File: config.mk
export PLATFORM = sky130hd
export DESIGN_NAME = demux8_sipo_flat
export DESIGN_NICKNAME = d
export VERILOG_FILES = /design/src/rtl/demux8_sipo_pkg.sv /design/src/rtl/demux8_sipo_if.sv /design/src/rtl/demux8_sipo_bit_idx_counter.sv /design/src/rtl/demux8_sipo.sv /design/src/flat_wrapper.sv
export SDC_FILE = /design/constraint.sdc
export NUM_CORES = 1
export LEC_CHECK = 0
export BUFFER_PORTS_ARGS = -buffer_cell sky130_fd_sc_hd__buf_2
export CAP_MARGIN = 20
export CORE_MARGIN = 2
export CORE_UTILIZATION = 40
export CTS_CLUSTER_DIAMETER = 100
export DETAILED_ROUTE_END_ITERATION = 8
export GPL_TIMING_DRIVEN = 0
export HOLD_SLACK_MARGIN = 0.15
export PLACE_DENSITY = 0.64
export SLEW_MARGIN = 30
export SYNTH_ARGS = -nofsm -noshare
export SYNTH_HDL_FRONTEND = slang
export SYNTH_SLANG_ARGS = --single-unit
File: constraint.sdc
create_clock -name clk -period 2.13 [get_ports clk]
set_clock_uncertainty 0.2 [all_clocks]
set_input_delay 0.1065 -clock clk [delete_from_list [all_inputs] [get_ports clk]]
set_output_delay 0.1065 -clock clk [all_outputs]
set_load 0.01 [all_outputs]
File: src/rtl/demux8_sipo_pkg.sv
// Shared types and sizing helpers for the serial-to-parallel demultiplexer.
package demux_pkg;
    typedef enum logic {
        IDLE    = 1'b0,
        COLLECT = 1'b1
    } state_e;

    localparam int WIDTH_DEF = 8;

    function automatic int idx_w(input int width);
        return $clog2(width);
    endfunction
endpackage

File: src/rtl/demux8_sipo_if.sv
// Serial-in / parallel-out bus: upstream bit stream plus downstream word handshake.
interface demux8_sipo_if #(
    parameter int WIDTH = demux_pkg::WIDTH_DEF
);
    import demux_pkg::*;
    localparam int IDX_W = idx_w(WIDTH);

    logic             en;
    logic             din;
    logic             din_valid;
    logic             out_ready;
    logic             ovf_clr;
    logic [WIDTH-1:0] y;
    logic             y_valid;
    logic [IDX_W-1:0] idx;
    logic             busy;
    logic             overflow;

    modport master (
        output en, din, din_valid, out_ready, ovf_clr,
        input  y, y_valid, idx, busy, overflow
    );

    modport slave (
        input  en, din, din_valid, out_ready, ovf_clr,
        output y, y_valid, idx, busy, overflow
    );
endinterface

File: src/rtl/demux8_sipo_bit_idx_counter.sv
// Bit-position counter: sync clear beats increment; wraps naturally at WIDTH (power of 2).
module bit_idx_counter
    import demux_pkg::*;
#(
    parameter int WIDTH = WIDTH_DEF,
    localparam int IDX_W = idx_w(WIDTH)
) (
    input  logic             clk,
    input  logic             rst_n,
    input  logic             clr_i,
    input  logic             inc_i,
    output logic [IDX_W-1:0] idx_o,
    output logic             tc_o
);
    logic [IDX_W-1:0] idx_q, idx_d;

    always_comb begin
        idx_d = idx_q;
        if (clr_i)      idx_d = '0;
        else if (inc_i) idx_d = idx_q + 1'b1;
    end

    always_ff @(posedge clk) begin
        if (!rst_n) idx_q <= '0;
        else        idx_q <= idx_d;
    end

    assign idx_o = idx_q;
    assign tc_o  = (idx_q == IDX_W'(WIDTH - 1));
endmodule

File: src/rtl/demux8_sipo.sv
// Serial-to-parallel 1:WIDTH demux: bit collection FSM, one-deep holding register, sticky overflow.
module demux8_sipo
    import demux_pkg::*;
#(
    parameter int WIDTH = WIDTH_DEF
) (
    input  logic              clk,
    input  logic              rst_n,
    demux8_sipo_if.slave      bus
);
    localparam int IDX_W = idx_w(WIDTH);

    state_e           state_q, state_d;
    logic [WIDTH-1:0] coll_q, coll_d;
    logic [WIDTH-1:0] y_q, y_d;
    logic             y_valid_q, y_valid_d;
    logic             ovf_q, ovf_d;
    logic [WIDTH-1:0] word_new;
    logic [IDX_W-1:0] idx;
    logic             tc, accept, complete, consume;

    assign accept   = bus.en && bus.din_valid;
    assign complete = accept && tc;
    assign consume  = y_valid_q && bus.out_ready;

    bit_idx_counter #(.WIDTH(WIDTH)) u_cnt (
        .clk   (clk),
        .rst_n (rst_n),
        .clr_i (!bus.en),
        .inc_i (accept),
        .idx_o (idx),
        .tc_o  (tc)
    );

    // Word as it stands including this cycle's bit; only used when accepting.
    always_comb begin
        word_new      = coll_q;
        word_new[idx] = bus.din;
    end

    always_comb begin
        state_d = state_q;
        case (state_q)
            IDLE:    if (accept && !complete) state_d = COLLECT;
            COLLECT: if (complete || !bus.en) state_d = IDLE;
            default: state_d = IDLE;
        endcase
    end

    always_comb begin
        coll_d = coll_q;
        if (!bus.en || complete) coll_d = '0;
        else if (accept)         coll_d = word_new;
    end

    // A completed word lands only if the holding slot is free or draining this cycle.
    always_comb begin
        y_d       = y_q;
        y_valid_d = y_valid_q;
        ovf_d     = ovf_q;
        if (consume) y_valid_d = 1'b0;
        if (bus.ovf_clr) ovf_d = 1'b0;
        if (complete) begin
            if (!y_valid_q || bus.out_ready) begin
                y_d       = word_new;
                y_valid_d = 1'b1;
            end else begin
                ovf_d = 1'b1;
            end
        end
    end

    always_ff @(posedge clk) begin
        if (!rst_n) begin
            state_q   <= IDLE;
            coll_q    <= '0;
            y_q       <= '0;
            y_valid_q <= 1'b0;
            ovf_q     <= 1'b0;
        end else begin
            state_q   <= state_d;
            coll_q    <= coll_d;
            y_q       <= y_d;
            y_valid_q <= y_valid_d;
            ovf_q     <= ovf_d;
        end
    end

    assign bus.y        = y_q;
    assign bus.y_valid  = y_valid_q;
    assign bus.idx      = idx;
    assign bus.busy     = (state_q == COLLECT);
    assign bus.overflow = ovf_q;
endmodule

File: src/flat_wrapper.sv
// flat-port wrapper written by rule: the top's interface ports become plain ports
module demux8_sipo_flat import demux_pkg::*;
#(
    parameter int WIDTH = WIDTH_DEF
)
  (clk, rst_n, bus_en, bus_din, bus_din_valid, bus_out_ready, bus_ovf_clr, bus_y, bus_y_valid, bus_idx, bus_busy, bus_overflow);
  demux8_sipo_if #(.WIDTH(WIDTH)) bus_i ();
  input  logic clk;
  input  logic rst_n;
  input wire logic [$bits(bus_i.en)-1:0] bus_en;
  input wire logic [$bits(bus_i.din)-1:0] bus_din;
  input wire logic [$bits(bus_i.din_valid)-1:0] bus_din_valid;
  input wire logic [$bits(bus_i.out_ready)-1:0] bus_out_ready;
  input wire logic [$bits(bus_i.ovf_clr)-1:0] bus_ovf_clr;
  output wire logic [$bits(bus_i.y)-1:0] bus_y;
  output wire logic [$bits(bus_i.y_valid)-1:0] bus_y_valid;
  output wire logic [$bits(bus_i.idx)-1:0] bus_idx;
  output wire logic [$bits(bus_i.busy)-1:0] bus_busy;
  output wire logic [$bits(bus_i.overflow)-1:0] bus_overflow;
  assign bus_i.en = bus_en;
  assign bus_i.din = bus_din;
  assign bus_i.din_valid = bus_din_valid;
  assign bus_i.out_ready = bus_out_ready;
  assign bus_i.ovf_clr = bus_ovf_clr;
  assign bus_y = bus_i.y;
  assign bus_y_valid = bus_i.y_valid;
  assign bus_idx = bus_i.idx;
  assign bus_busy = bus_i.busy;
  assign bus_overflow = bus_i.overflow;
  demux8_sipo #(.WIDTH(WIDTH)) u_core (.clk(clk), .rst_n(rst_n), .bus(bus_i));
endmodule
==> results.md <==
- The run finished with clean final reports.
- After floorplanning, the core was divided into 19 placement rows.
- The leakage component of the power is 0.5882 nW.
- The overall overflow remaining after global route is 0.
- At the worst endpoint, the required time is 2.14 ns.
- The core region is 0.002734 mm^2.
- Counting the buffers created by CTS gives 3.
- The global-route wire length before repair is 4264 um.
- The data arrival time of the worst path is 2.01 ns.
- The wire-length estimate of the detail-placed layout is 1799 um.
- In the final layout, the share of cells above drive strength 1 is 0.2933.
- The synthesized design contains 0 enable-type register cells.
- For this run, the share of the core covered by cells in the final layout is 0.5076.
- TritonCTS built the clock tree.
- The die is 57.30 um wide.
- Routability-driven placement finished with a final weighted congestion of 0.8594.
- Yosys mapped the design onto 35 distinct sky130hd cell types.
- The startpoint class of the critical path is a flop.
- Leaving out fill and tap cells, the most frequent cell in the layout is buf_2.
- In this run the tool buffered the top-level ports with 20 buffer cells.
- Dividing the detail-routed via count by the number of cells gives 5.514.
- The total non-filler cell area in the finished layout is 0.001388 mm^2.
- The tightest hold path in the finished design has a slack of 0.1743 ns.
- At the pin with the least slew margin, the transition time is 0.4048 ns.
- In the final timing run, aggregate negative setup slack is 0 ns.
- The number of nets handed over by synthesis was 129.
- After detailed routing, the total wire length is 2486 um.
- In this run, synthesis produced a sequential element count of 22.
- In the routed design, unresolved DRC markers number 0.
- The layer flagged by global routing as most heavily used is met2.
- The filler cells instantiated in the layout total 271.
- Buffers inserted to repair hold after CTS numbered 6.
- The number of gates resized after cts is 0.
- The post-route minimum period is 1.994 ns.
- Summing over every cut layer, the via total after detailed routing is 998.
- The critical path class is flop to flop.
- The final count of pins violating max slew was 0.
- The worst path meets setup with 0.1363 ns of slack.
- The area growth from synthesis to layout is 22.14%.
- Entering global routing, the biggest net connects 14 pins.
- The average size of a mapped cell is 9.467 um^2.
- The die is 57.30 um tall.
- The number of cells after detailed placement is 171.
- The met1 layer usage reported by global route is 0.2181.
- The maximum count of clock buffers along a single path is 2.
- The first-iteration detailed-routing DRC count is 20.
- The clock input transition at the sequential cells of the worst setup and hold paths is 0.13 ns.
- Based on the critical path, the design can be clocked at up to 0.5016 GHz.
- The main flop type after synthesis is dfxtp_1.
- The clock sink total is 22.
- The worst setup slack after placement is 0.3314 ns.
- For this run, the post-layout net count is 160.
- The classification of the worst-slack hold path is input pin to flop.
- 0 antenna diodes ended up in the layout.
- The final hold violation count is 0.
- Once layout is complete, the cells apart from fillers number 181.
- In the global route stage, overall resource usage came out at 0.1646.
- The library cells used most frequently in the layout, excluding fill and tap cells, are 25 x buf_2, 22 x dfxtp_1, 15 x a21oi_1.
- The number of H-tree levels is 1.
- Of the available clock period, the critical path in the final layout requires 0.9360.
- The number of global-route vias before repair is 929.
- The detailed-route wire length per cell is 13.73 um.
- The total of max-cap violations is 0.
- For this configuration, the core starts out at a cell density of 0.4156.
- The die outline area is 0.003283 mm^2.
- In the global route stage, met2 resource usage came out at 0.2742.
- The cell sitting at the root of the clock tree is a clkbuf_4.
- The total number of yosys warnings is 0.
- The cell count after synthesis came out at 120.
- The count of nets left with antenna violations once routing finished came out at 0.
- After detailed placement, the total cell area comes to 0.001275 mm^2.
- Setup violations remaining at the end of the flow were counted as 0.
- In this run the cell area of the synthesized design comes to 0.001136 mm^2.
- The worst-case IR drop observed on VDD is 424.0 uV.
- STA classifies the critical path endpoint as a flop.
- The first TritonRoute pass finished after 4 iterations.
- Counting flops with an async set or reset pin after synthesis yields a share of 0.
- In this run the post-CTS setup repair buffer count came out at 0.
- For this design the ratio of total power to cell area is 577.2 mW/mm^2.
- Setup repair after global routing left no endpoint under its margin.
- For the worst-skew pair, the clock arrives at the later sink with an insertion delay of 0.31 ns.
- The highest fanout seen on the critical path is 6.
- The number of antenna violations at the first check in global routing is 0.
- The number of top-level pins is 21.
- The remaining max-slew budget at the tightest pin is 0.7301.
- The met3 layer usage reported by global route is 0.02268.
- The power consumption is 0.8009 mW.
- The share of the Yosys chip area taken by registers is 0.3877.
==> report_power, final <==
| group | leakage [nW] | internal [mW] | total (mW) | switching [mW] |
|---|---|---|---|---|
| Sequential | 0.178 | 0.414 | 0.417 | 0.00253 |
| Clock | 0.0279 | 0.190 | 0.324 | 0.134 |
| Combinational | 0.383 | 0.0268 | 0.0600 | 0.0332 |
==> state kept, by name, indices dropped and copies added, names as in the netlist <==
| signal | flops |
|---|---|
| u_core.coll_q | 8 |
| u_core.bus.y | 8 |
| u_core.bus.y_valid | 1 |
| u_core.bus.busy | 1 |
| u_core.bus.overflow | 1 |
| u_core.u_cnt.idx_o | 3 |
==> kinds of logic (layout without fill, tap and decap cells) <==
| family | Yosys count | in the layout | synth area share |
|---|---|---|---|
| xor gates and xnor gates | 1 | 1 | 0.007711 |
| adders and majority gates | 2 | 2 | 0.02202 |
| and+or+nand+nor | 36 | 36 | 0.2016 |
| AOI/OAI and AO/OA | 35 | 35 | 0.1949 |
| muxes | 10 | 10 | 0.08811 |
| DFF | 22 | 22 | 0.3877 |
| buffers and inverters | 14 | 44 | 0.09800 |
==> area by class of cell <==
type	instances	area [um^2]	share of cell area
multi-input combinational	84	584.3	0.4211
sequential	22	440.4	0.3174
timing repair buffer	26	160.2	0.1154
buffer	12	103.9	0.07484
tap	31	38.79	0.02795
clock inverter	1	30.03	0.02164
clock buffer	3	22.52	0.01623
inverter	2	7.507	0.005410
==> Yosys cell counts (2+ instances only) <==
library cell / instances / area [um^2]
nand2_1: 2 / 7.510
ha_1: 2 / 25.02
nand3_1: 9 / 45.04
buf_2: 5 / 25.02
a21oi_2: 2 / 17.52
mux2i_1: 10 / 100.1
nand2b_1: 2 / 12.51
nor3b_2: 3 / 37.54
o21ai_0: 6 / 30.03
dfxtp_1: 22 / 440.4
o31ai_1: 2 / 15.01
nand3b_1: 4 / 30.03
nor2_1: 6 / 22.52
nor2b_1: 2 / 12.51
nand4_1: 2 / 12.51
a311oi_1: 8 / 70.07
a21oi_1: 15 / 75.07
==> per-layer routing <==
metal | part of all wire | vias up
li1 | - | 504
met1 | 0.48 | 470
met2 | 0.48 | 22
met3 | 0.040 | 2
met4 | 0.0076 | 0
met5 | 0 | -
==> critical path, cell delays in order, from the launching register on <==
cell           delay [ns]
dfxtp_1              0.38
ha_1                 0.21
ha_1                 0.21
nand3_1              0.10
o22ai_1              0.08
and2_1               0.16
dlygate4sd3_1        0.55
==> path summary, 6_finish.rpt <==
check / start / end / slack (ns) / depth (start not counted)
setup / recovery: u_core.u_cnt.idx_o[0] / u_core.bus.overflow / 0.14 / 6
hold / removal: bus_out_ready / u_core.bus.y_valid / 0.17 / 5
setup reg to reg: u_core.u_cnt.idx_o[0] / u_core.bus.overflow / 0.14 / 6
hold reg to reg: u_core.bus.busy / u_core.bus.busy / 0.28 / 2
Power figures use the tool's default switching activity.
